==> config.mk <==
export PLATFORM = sky130hd
export DESIGN_NAME = cla_seq_mult_ctrl
export DESIGN_NICKNAME = d
export VERILOG_FILES = /design/src/rtl/cla_seq_mult_ctrl.sv
export SDC_FILE = /design/constraint.sdc
export NUM_CORES = 1
export LEC_CHECK = 0
export ABC_AREA = 1
export CELL_PAD_IN_SITES_DETAIL_PLACEMENT = 1
export CELL_PAD_IN_SITES_GLOBAL_PLACEMENT = 2
export CORE_ASPECT_RATIO = 0.75
export CORE_MARGIN = 3
export CORE_UTILIZATION = 35
export CTS_CLUSTER_SIZE = 25
export DETAILED_ROUTE_END_ITERATION = 12
export DONT_BUFFER_PORTS = 1
export PLACE_DENSITY = 0.77
export SLEW_MARGIN = 30
export SYNTH_ARGS = -nofsm -noshare
export SYNTH_HDL_FRONTEND = slang
export SYNTH_SLANG_ARGS = --single-unit
==> constraint.sdc <==
create_clock -name clk -period 3.3 [get_ports clk]
set_clock_uncertainty 0.05 [all_clocks]
set_input_delay 0.66 -clock clk [delete_from_list [all_inputs] [get_ports clk]]
set_output_delay 0.66 -clock clk [all_outputs]
set_load 0.02 [all_outputs]
==> src/rtl/cla_seq_mult_ctrl.sv <==
// Iterative unsigned shift-add multiplier: one WIDTH+1-bit add per cycle through a
// shared 32-bit carry-lookahead adder, with valid/ready handshakes on both sides.

module cla_32 (
  input  logic [31:0] a,
  input  logic [31:0] b,
  input  logic        cin,
  output logic [31:0] s,
  output logic        gg,
  output logic        pp
);

  logic [31:0] g;
  logic [31:0] p;
  logic [31:0] c;
  logic [7:0]  bg;
  logic [7:0]  bp;

  assign g = a & b;
  assign p = a ^ b;

  // Eight 4-bit blocks: block generate/propagate feed a block-level carry chain.
  always_comb begin
    logic g_acc;
    c = '0;
    bg = '0;
    bp = '0;
    g_acc = 1'b0;
    c[0] = cin;
    for (int k = 0; k < 8; k++) begin
      bg[k] = g[4*k+3]
            | (p[4*k+3] & g[4*k+2])
            | (p[4*k+3] & p[4*k+2] & g[4*k+1])
            | (p[4*k+3] & p[4*k+2] & p[4*k+1] & g[4*k]);
      bp[k] = &p[4*k +: 4];
      for (int j = 0; j < 3; j++) begin
        c[4*k+j+1] = g[4*k+j] | (p[4*k+j] & c[4*k+j]);
      end
      if (k < 7) begin
        c[4*k+4] = bg[k] | (bp[k] & c[4*k]);
      end
      g_acc = bg[k] | (bp[k] & g_acc);
    end
    gg = g_acc;
    pp = &bp;
  end

  assign s = p ^ c;

endmodule

module cla_seq_mult_ctrl #(
  parameter int WIDTH = 16,
  parameter int CNT_W = 5
) (
  input  logic                 clk,
  input  logic                 rst,
  input  logic                 in_valid,
  output logic                 in_ready,
  input  logic [WIDTH-1:0]     a,
  input  logic [WIDTH-1:0]     b,
  output logic                 out_valid,
  input  logic                 out_ready,
  output logic [2*WIDTH-1:0]   product,
  output logic                 busy
);

  typedef enum logic [1:0] {
    S_IDLE = 2'd0,
    S_RUN  = 2'd1,
    S_DONE = 2'd2
  } state_t;

  state_t               state_q, state_d;
  logic [WIDTH-1:0]     mcand_q, mcand_d;
  logic [WIDTH-1:0]     acc_hi_q, acc_hi_d;
  logic [WIDTH-1:0]     acc_lo_q, acc_lo_d;
  logic [CNT_W-1:0]     count_q, count_d;
  logic [2*WIDTH-1:0]   product_q, product_d;

  logic [WIDTH-1:0]     addend;
  logic [31:0]          add_a;
  logic [31:0]          add_b;
  logic [31:0]          add_s;
  logic                 add_gg;
  logic                 add_pp;
  logic [WIDTH:0]       sum;
  logic                 unused_cla;

  assign addend = acc_lo_q[0] ? mcand_q : '0;
  assign add_a  = {{(32-WIDTH){1'b0}}, acc_hi_q};
  assign add_b  = {{(32-WIDTH){1'b0}}, addend};

  cla_32 u_cla (
    .a   (add_a),
    .b   (add_b),
    .cin (1'b0),
    .s   (add_s),
    .gg  (add_gg),
    .pp  (add_pp)
  );

  // Bit WIDTH of the sum is the carry out of the partial-product add.
  assign sum        = add_s[WIDTH:0];
  assign unused_cla = ^{add_s[31:WIDTH+1], add_gg, add_pp};

  always_comb begin
    state_d   = state_q;
    mcand_d   = mcand_q;
    acc_hi_d  = acc_hi_q;
    acc_lo_d  = acc_lo_q;
    count_d   = count_q;
    product_d = product_q;
    in_ready  = 1'b0;
    out_valid = 1'b0;
    busy      = 1'b0;
    case (state_q)
      S_IDLE: begin
        in_ready = 1'b1;
        if (in_valid) begin
          mcand_d  = a;
          acc_hi_d = '0;
          acc_lo_d = b;
          count_d  = '0;
          state_d  = S_RUN;
        end
      end
      S_RUN: begin
        busy     = 1'b1;
        acc_hi_d = sum[WIDTH:1];
        acc_lo_d = {sum[0], acc_lo_q[WIDTH-1:1]};
        count_d  = count_q + CNT_W'(1);
        if (count_q == CNT_W'(WIDTH - 1)) begin
          product_d = {acc_hi_d, acc_lo_d};
          state_d   = S_DONE;
        end
      end
      S_DONE: begin
        out_valid = 1'b1;
        if (out_ready) begin
          state_d = S_IDLE;
        end
      end
      default: state_d = S_IDLE;
    endcase
  end

  always_ff @(posedge clk) begin
    if (rst) begin
      state_q   <= S_IDLE;
      count_q   <= '0;
      product_q <= '0;
    end else begin
      state_q   <= state_d;
      count_q   <= count_d;
      product_q <= product_d;
    end
  end

  // Operand and accumulator registers are qualified by the FSM, so they need no reset.
  always_ff @(posedge clk) begin
    mcand_q  <= mcand_d;
    acc_hi_q <= acc_hi_d;
    acc_lo_q <= acc_lo_d;
  end

  assign product = product_q;

endmodule

### Word level (Yosys, flattened, before mapping)

Cells that the tools add are included.

* bits in registers: 87
* latch bits: 0
* memory bits (writable): 0
* ROM bits: 0
* logic and storage cells: 99
* memories: 0

* add/sub/neg operators: 1
* multiply operators: 0
* div/mod/pow operators: 0
* order comparisons: 0
* equality and inequality tests: 6
* shifts and indexed selects: 0
* multiplexer cells: 14
* bitwise operators: 63
* reduce and logical (&&, ||, !) cells: 9

Operators by type and width (number)
* 16-bit one-hot mux with 2 select lines: 2
* 16-bit 2-to-1 mux: 3
* 1-bit bitwise AND: 34
* 1-bit OR: 26
* 17-bit XOR: 1
* 16-bit bitwise AND: 1
* 16-bit XOR: 1
* 4-bit AND reduction: 3
* 5-bit one-hot mux with 2 select lines: 1
* 2-bit 2-to-1 mux: 3
* 2-bit != test, second input constant: 3
* 2-bit one-hot mux with 3 select lines: 1
* 2-bit AND reduction: 3
* 5-bit by 1-bit adder with 5-bit output, second input constant: 1
* 5-bit by 4-bit == test with 1-bit output, second input constant: 1
* 5-bit 2-to-1 mux: 1
* 1-bit 2-to-1 mux: 3
* 3-bit AND reduction: 1
* 2-bit by 1-bit == test with 1-bit output, second input constant: 1
* 2-bit == test, second input constant: 1
* 2-bit zero test: 1
* 2-bit nonzero test: 1

### Longest topological paths before layout

Gate-level depths: netlist (run 1).

* depth in word-level cells: 18
* mapped depth: 19
* depth with buffers taken out: 17

### Cells and area by module

From an unflattened synthesis (run 1), not the netlist that was laid out.

* cells, all modules: 533
* area total of the unflattened synthesis: 4914.7 um2

Modules (own cells, without submodules)
* cla_seq_mult_ctrl: times used 1, cells each 361, area an instance 3428.3 um2, seq. area each 2222.1 um2
* cla_32: times used 1, cells each 172, area an instance 1486.4 um2, seq. area each 0.0 um2

### Worst setup path before layout (run 1)

OpenSTA, ideal clock, no wires.

* kind: reg2reg
* start: reg acc_lo_q[0]
* end: reg acc_hi_q[14] (data pin)
* library setup time: 266 ps
* data arrival time: 2977 ps
* setup slack: 8 ps
* cell stages (with the launch flop): 18
* period minus slack after synthesis: 3292 ps
* path through: edfxtp_1 clkbuf_1 clkbuf_1 nand2_1 inv_1 ha_1 a21oi_1 nand2_1 nand2_1 nand2_1 nand2_1 nand2_1 fa_1 fa_1 fa_1 xor2_1 inv_1 nor2_1

* cells in the longest elaborated chain, start to end: 18
* elaborated cells on any way between the ends: 41

Ends and longest elaborated chain
* start, declared: RTL line 77 `logic [WIDTH-1:0] acc_lo_q, acc_lo_d;`
* start signal, assigned: RTL line 164 `acc_lo_q <= acc_lo_d;`
* 16-bit 2-to-1 mux *: RTL line 90 `assign addend = acc_lo_q[0] ? mcand_q : '0;`
* 16-bit XOR or 16-bit bitwise AND (tied branches): RTL line 20, 19
* 1-bit bitwise AND (on tied branches): RTL line 32, 33, 34
* 1-bit OR (tied with other cells): RTL line 32 `| (p[4*k+3] & g[4*k+2])`
* 1-bit OR or 1-bit bitwise AND (tied branches): RTL line 33, 34
* 1-bit OR: RTL line 34 `| (p[4*k+3] & p[4*k+2] & p[4*k+1] & g[4*k]);`
* 1-bit bitwise AND: RTL line 40 `c[4*k+4] = bg[k] | (bp[k] & c[4*k]);`
* 1-bit OR: RTL line 40
* [2 not listed]
* 1-bit bitwise AND: RTL line 37 `c[4*k+j+1] = g[4*k+j] | (p[4*k+j] & c[4*k+j]);`
* 1-bit OR: RTL line 37
* 1-bit bitwise AND: RTL line 37
* 1-bit OR: RTL line 37
* 1-bit bitwise AND: RTL line 37
* 1-bit OR: RTL line 37
* 17-bit XOR *: RTL line 48 `assign s = p ^ c;`
* 16-bit one-hot mux with 2 select lines *: RTL line 117 `case (state_q)`
* end signal, assigned: RTL line 163 `acc_hi_q <= acc_hi_d;`
* end, declared: RTL line 76 `logic [WIDTH-1:0] acc_hi_q, acc_hi_d;`

Every way passes the cells marked *; elsewhere a longest branch is shown, timed or not.
A chain may end at the register's enable or synchronous reset.

### Worst setup path in the final report (run 1)

Ends and elaborated chain as after synthesis.

==> results of run 1 <==
## kinds of logic after synthesis
kind of cell,Yosys count,synth area share (%)
DFF,87,55.66
and+or+nand+nor,181,17.96
adders and majority gates,29,11.16
buffers and inverters,72,7.458
AOI/OAI and AO/OA,49,6.895
xor gates and xnor gates,4,0.8776
## worst max-delay path by stage
stage / from / endpoint / slack [ns] / cells after the start
final: acc_lo_q[0] / acc_hi_q[14] / 0.07 / 18
after CTS: acc_lo_q[0] / acc_hi_q[14] / 0.009 / 16
after global placement: acc_lo_q[0] / acc_hi_q[14] / 0.06 / 15
after global routing: acc_lo_q[0] / acc_hi_q[14] / -0.07 / 18
after detailed placement: acc_lo_q[0] / acc_hi_q[14] / -0.10 / 15
after floorplan: acc_lo_q[0] / acc_hi_q[14] / 0.008 / 17
## critical path, delay by kind of cell (launching register included)
kind                       cells  cell delay (ns)
xor gates and xnor gates       1             0.16
buffers and inverters          4             0.35
adders and majority gates      4             1.38
and+or+nand+nor                9             0.58
DFF                            1             0.45
## cell usage after synthesis
| library cell | number | area (um2) |
|---|---|---|
| buf_6 | 2 | 22.52 |
| a21oi_1 | 39 | 195.2 |
| nor3_1 | 1 | 5.000 |
| o21ai_0 | 3 | 15.01 |
| edfxtp_1 | 48 | 1441 |
| clkbuf_1 | 9 | 33.78 |
| xor2_1 | 1 | 8.760 |
| a221oi_1 | 1 | 8.760 |
| or2_2 | 1 | 6.260 |
| a41oi_1 | 1 | 8.760 |
| nand3_1 | 8 | 40.04 |
| nor2_4 | 1 | 11.26 |
| buf_4 | 3 | 22.52 |
| dfxtp_1 | 39 | 780.8 |
| xnor2_1 | 3 | 26.28 |
| inv_2 | 3 | 11.26 |
| ha_1 | 18 | 225.2 |
| o211a_1 | 4 | 40.04 |
| nor2_8 | 1 | 20.02 |
| fa_1 | 11 | 220.2 |
| buf_1 | 2 | 7.510 |
| o21a_1 | 1 | 7.510 |
| buf_2 | 1 | 5.000 |
| nand2_1 | 146 | 548.0 |
| inv_1 | 52 | 195.2 |
| nor2_1 | 23 | 86.33 |
## area by class of cell
type,count,area (um2)
inverters,55,209.0
clock buffers,13,250.2
well taps,140,175.2
multi-input cells,263,1648
fillers,1241,6347
clock inverters,3,26.28
flip-flops and latches,87,2222
repair buffers,18,146.4
## cell usage in the layout, fill, tap and decap left out, drive strengths merged
cell	instances
a21oi	39
a221oi	1
a41oi	1
buf	18
clkbuf	13
clkinv	1
dfxtp	39
edfxtp	48
fa	11
ha	18
inv	57
nand2	146
nand3	8
nor2	25
nor3	1
o211a	4
o21a	1
o21ai	3
or2	1
xnor2	3
xor2	1
## power by group through the flow
stage | Combinational (mW) | Sequential [mW] | Clock [mW]
final | 0.428 | 1.28 | 0.969
after global routing | 0.487 | 1.29 | 1.04
after CTS | 0.363 | 1.28 | 0.992
after detailed placement | 0.349 | 1.30 | 0
after global placement | 0.338 | 1.30 | 0
after floorplan | 0.247 | 1.28 | 0
## stage by stage
| step | power, mW | hold WS, ns | setup slack [ns] | setup TNS (ns) |
|---|---|---|---|---|
| after floorplan | 1.531 | 0.3901 | 0.007640 | 0 |
| after global placement | 1.639 | 0.3926 | 0.05819 | 0 |
| after detailed placement | 1.651 | 0.4078 | -0.1008 | -0.1623 |
| after CTS | 2.630 | 0.3181 | 0.008885 | 0 |
| after global routing | 2.818 | 0.3140 | -0.06595 | -0.1161 |
| final | 2.680 | 0.3275 | 0.06967 | 0 |
## layer usage
layer / vias to the layer above / part of all wire, % / global-route usage (%)
met5: - / 0 / 0
met4: 0 / 1.1 / 4.358
met3: 12 / 4.4 / 5.038
met2: 46 / 47 / 26.51
met1: 1368 / 47 / 21.48
li1: 1364 / - / -
## registers in the layout, summed over array words and instances, names as in the netlist
signal and cells:
product 32, acc_hi_q 16, acc_lo_q 16, mcand_q 16, count_q 5, state_q 2
## what timing repair did
item | 4_1_cts | 5_1_grt
pin swaps | 0 | 19
setup endpoints to repair | 4 | 8
hold buffers | 0 | 0
resized for setup | 1 | 44
setup buffers | 1 | 5
cloned | 0 | 1
==> results.py, run 1 <==
metrics = {
    "sta": {
        "finalCritPeriodShare_pct": 97.89,
        "slew_violations": 0,
        "rsz0062_at_grt": "yes",
        "fmax_ghz": 0.3096,
        "tightest_slew_ns": 0.5942,
        "finalHoldViolCount": 0,
        "setup_violations": 0,
        "maxSlewHeadroom_pct": 60.33,
        "fin_crit_ns": 3.230,
    },
    "power": {
        "clock_power_share_pct": 36.1,
        "power.leakage_nw": 1.950,
        "p_seq_share_pct": 47.9,
        "combPwrFrac_pct": 16.0,
        "irDropWorstVdd_uv": 270.8,
        "p_per_area_nw_per_um2": 573.1,
        "p_sw_uw": 731.4,
        "internal_power_mw": 1.949,
        "sw_frac_of_total_pct": 27.29,
    },
    "place": {
        "port_buffers": 0,
        "dp.cells": 556,
        "place_area_um2": 4159,
        "gp_congestion": 0.8079,
        "hpwl_um": 6933,
    },
    "clock_network": {
        "clkSlewWorstSetupHoldPaths_ns": 0.07,
        "clock_sinks": 87,
        "htree_levels": 3,
        "tritoncts": "built",
        "cts_root_buf": "clkbuf_16",
        "insertion_delay_ns": 0.34,
        "cts_inserted_buffers": 9,
        "max-clock-path-buffers": 2,
    },
    "setup_path": {
        "worstRegToRegCells": 18,
        "r2r_end": "acc_hi_q[14]",
        "crit_path_max_fanout": 5,
        "crit_arrival_ns": 3.26,
        "critPathRequiredTime_ns": 3.33,
        "endpoint_kind": "register",
        "cp_slowest_cell": "edfxtp_1",
        "rrSetupSlack_ns": 0.07,
        "crit_chain": "buf_6 > nand2_4 > inv_2 > ha_4 > nand2_2 > inv_2 > nand2_2 > nand2_2 > nand2_1 > nand2_1 > nand2_1 > nand2_2 > fa_2 > fa_2 > fa_2 > xor2_2 > inv_1 > nor2_2",
        "crit_path_start_kind": "register",
        "regToRegStartpoint": "acc_lo_q[0]",
        "path_class": "register to register",
        "slowest_delay_ns": 0.45,
        "crit_top_cell": "nand2_2",
    },
    "synthesis": {
        "syn-cell-area_um2": 3993,
        "yosysSeqAreaShare_pct": 55.66,
        "ys_warn_count": 0,
        "syn-num-nets": 487,
        "ys_ff_latch": 87,
        "postSynthCellCount": 422,
        "syn_avg_cell_area_um2": 9.461,
        "ys_types": 26,
    },
    "finish": {
        "final_area_um2": 4677,
        "nNetsFinal": 499,
        "drive_above_1_share_pct": 16.63,
        "layoutNonFillerInstCount": 579,
        "area_growth_pct": 17.14,
        "diodes": 0,
        "post-route-util_pct": 42.42,
    },
    "min_path": {
        "hold-path-endpoint": "product[5]",
        "min-delay-start": "rst",
        "whs_path_depth": 1,
        "min_path_type": "input pin to register",
    },
    "die": {
        "coreArea_um2": 11020,
        "die_area_um2": 12740,
        "ioPinCount": 71,
        "chipHeight_um": 98.50,
        "fp.dieW_um": 129.3,
        "start_util_pct": 36.22,
        "rows": 33,
    },
    "drt": {
        "wl_per_cell_um": 17.84,
        "first_iter_violations": 106,
        "drc": 0,
        "vias": 2790,
        "drt_pass1_iterations": 4,
        "ant_nets": 0,
        "routed_wl_um": 10330,
        "avgViaCountPerCell": 4.819,
    },
    "grt": {
        "antenna_found_initial": 0,
        "overflow": 0,
        "grt_pass1_vias": 2991,
        "grt_start_max_net_pins": 36,
        "grt_pass1_wl_um": 16010,
        "grtUsageTotal_pct": 16.40,
    },
    "job": {
        "drv_cap": 0,
    },
    "status": {
        "status": "completed",
    },
}
Power figures use the tool's default switching activity.
==> inputs of run 2 (changes only) <==
CTS_BUF_LIST = sky130_fd_sc_hd__clkbuf_16   (was unset)
==> results.py, run 2 (synthesized netlist as in run 1, its figures left out) <==
metrics = {
    "status": {
        "status": "completed",
    },
    "sta": {
        "finalHoldViolCount": 0,
        "finalCritPeriodShare_pct": 97.92,
        "fmax_ghz": 0.3095,
        "slew_violations": 0,
        "setup_violations": 0,
        "hold-worst-slack_ns": 0.3282,
        "rsz0062_at_grt": "yes",
        "maxSlewHeadroom_pct": 60.83,
        "tightest_slew_ns": 0.5867,
        "fin_crit_ns": 3.231,
    },
    "die": {
        "coreArea_um2": 11020,
        "rows": 33,
        "start_util_pct": 36.22,
        "ioPinCount": 71,
        "chipHeight_um": 98.50,
        "fp.dieW_um": 129.3,
        "die_area_um2": 12740,
    },
    "power": {
        "p_sw_uw": 734.9,
        "clock_power_share_pct": 35.4,
        "p_per_area_nw_per_um2": 568.1,
        "power.leakage_nw": 1.957,
        "sw_frac_of_total_pct": 27.72,
        "irDropWorstVdd_uv": 270.8,
        "p_seq_share_pct": 48.4,
        "finalPower_mw": 2.651,
        "combPwrFrac_pct": 16.2,
        "internal_power_mw": 1.916,
    },
    "drt": {
        "wl_met2_um": 4931,
        "drt_pass1_iterations": 4,
        "routed_wl_um": 10370,
        "avgViaCountPerCell": 4.805,
        "wl_met3_um": 491,
        "first_iter_violations": 125,
        "top_layer": "met4",
        "vias": 2782,
        "drc": 0,
        "wl_per_cell_um": 17.90,
        "ant_nets": 0,
        "wl_met1_um": 4845,
    },
    "setup_path": {
        "crit_family": "adder cells",
        "critPathRequiredTime_ns": 3.33,
        "slowest_delay_ns": 0.45,
        "crit_path_start_kind": "register",
        "crit_path_max_fanout": 5,
        "endpoint_kind": "register",
        "path_buf_inv": 4,
        "cp_slowest_cell": "edfxtp_1",
        "path_class": "register to register",
        "crit_top_cell": "nand2_2",
        "crit_arrival_ns": 3.26,
        "crit_chain": "buf_6 > nand2_4 > inv_2 > ha_4 > nand2_2 > inv_2 > nand2_2 > nand2_2 > nand2_1 > nand2_1 > nand2_1 > nand2_2 > fa_2 > fa_2 > fa_2 > xor2_2 > inv_1 > nor2_2",
    },
    "place": {
        "port_buffers": 0,
        "gp_congestion": 0.8079,
        "hpwl_um": 6933,
    },
    "clock_network": {
        "postCtsHoldBufs": 0,
        "clock_sinks": 87,
        "cts_inserted_buffers": 9,
        "clkSlewWorstSetupHoldPaths_ns": 0.07,
        "cts_root_buf": "clkbuf_16",
        "insertion_delay_ns": 0.34,
        "max-clock-path-buffers": 2,
        "tritoncts": "built",
        "htree_levels": 3,
    },
    "grt": {
        "antenna_found_initial": 0,
        "grt_start_max_net_pins": 36,
        "grt_pass1_vias": 2995,
        "grt_pass1_wl_um": 16050,
        "grtUsageTotal_pct": 16.45,
        "overflow": 0,
    },
    "finish": {
        "area_growth_pct": 16.89,
        "diodes": 0,
        "nNetsFinal": 499,
        "final_cell_mix": "nand2_1, inv_1, edfxtp_1, dfxtp_1, a21oi_1",
        "largest_reg_flops": 32,
        "final_common_cell": "nand2_1",
        "drive_above_1_share_pct": 16.40,
    },
    "job": {
        "drv_cap": 0,
    },
    "min_path": {
        "min_path_type": "input pin to register",
    },
}
run 2: cell count changes in the layout (fill, tap and decap cells not counted), sizes merged:
cell,delta
clkinv,+1
inv,+3
clkbuf,-4
run 2: layout make-up:
| cell class | instances | area, um2 |
|---|---|---|
| Clock buffer | 9 | 225.2 |
| Clock inverter | 7 | 41.29 |
| Fill cell | 1240 | 6357 |
| Inverter | 55 | 209.0 |
| Multi-Input combinational cell | 263 | 1648 |
| Sequential cell | 87 | 2222 |
| Tap cell | 140 | 175.2 |
| Timing Repair Buffer | 18 | 146.4 |
run 2: metrics by stage:
stage | instances | utilization, % | setup TNS (ns) | cell area [um2] | setup slack (ns)
after floorplan | 422 | - | 0 | 3993 | 0.007640
after global placement | 556 | 37.73 | 0 | 4159 | 0.05819
after detailed placement | 556 | 37.73 | -0.1623 | 4159 | -0.1008
after CTS | 573 | 40.23 | 0 | 4436 | 0.008660
after global routing | 579 | 42.33 | -0.1175 | 4667 | -0.06628
final | 579 | 42.33 | 0 | 4667 | 0.06864
run 2: power by group through the flow:
| stage | Clock, mW | Sequential [mW] | Combinational [mW] |
|---|---|---|---|
| 3_3_place_gp | 0 | 1.30 | 0.338 |
| 3_5_place_dp | 0 | 1.30 | 0.349 |
| 5_1_grt | 1.01 | 1.29 | 0.487 |
| 2_1_floorplan | 0 | 1.28 | 0.247 |
| 6_report | 0.939 | 1.28 | 0.429 |
| 4_1_cts | 0.961 | 1.28 | 0.363 |
run 2: metal layers:
layer  track usage, %  vias to the layer above
li1                 -                     1366
met1            21.52                     1363
met2            26.63                       46
met3            5.038                        7
met4            4.358                        0
met5                0                        -
run 2: worst paths after layout:
check / to / start / slack, ns / cells past startpoint
hold reg to reg: count_q[3] / count_q[3] / 0.41 / 2
setup / recovery: acc_hi_q[14] / acc_lo_q[0] / 0.07 / 18
setup reg to reg: acc_hi_q[14] / acc_lo_q[0] / 0.07 / 18
hold / removal: product[5] / rst / 0.33 / 1
run 2: repair_timing:
action,CTS,global route
hold endpoints to repair,0,0
cloned,0,1
endpoints found under the setup margin,4,8
pin swaps,0,19
setup buffers,1,5
gates resized for setup,1,44
==> inputs of run 3 (changes only) <==
RECOVER_POWER = 25   (was unset)
==> results of run 3 <==
Final layout, timing and power as in run 2 (identical DEF).
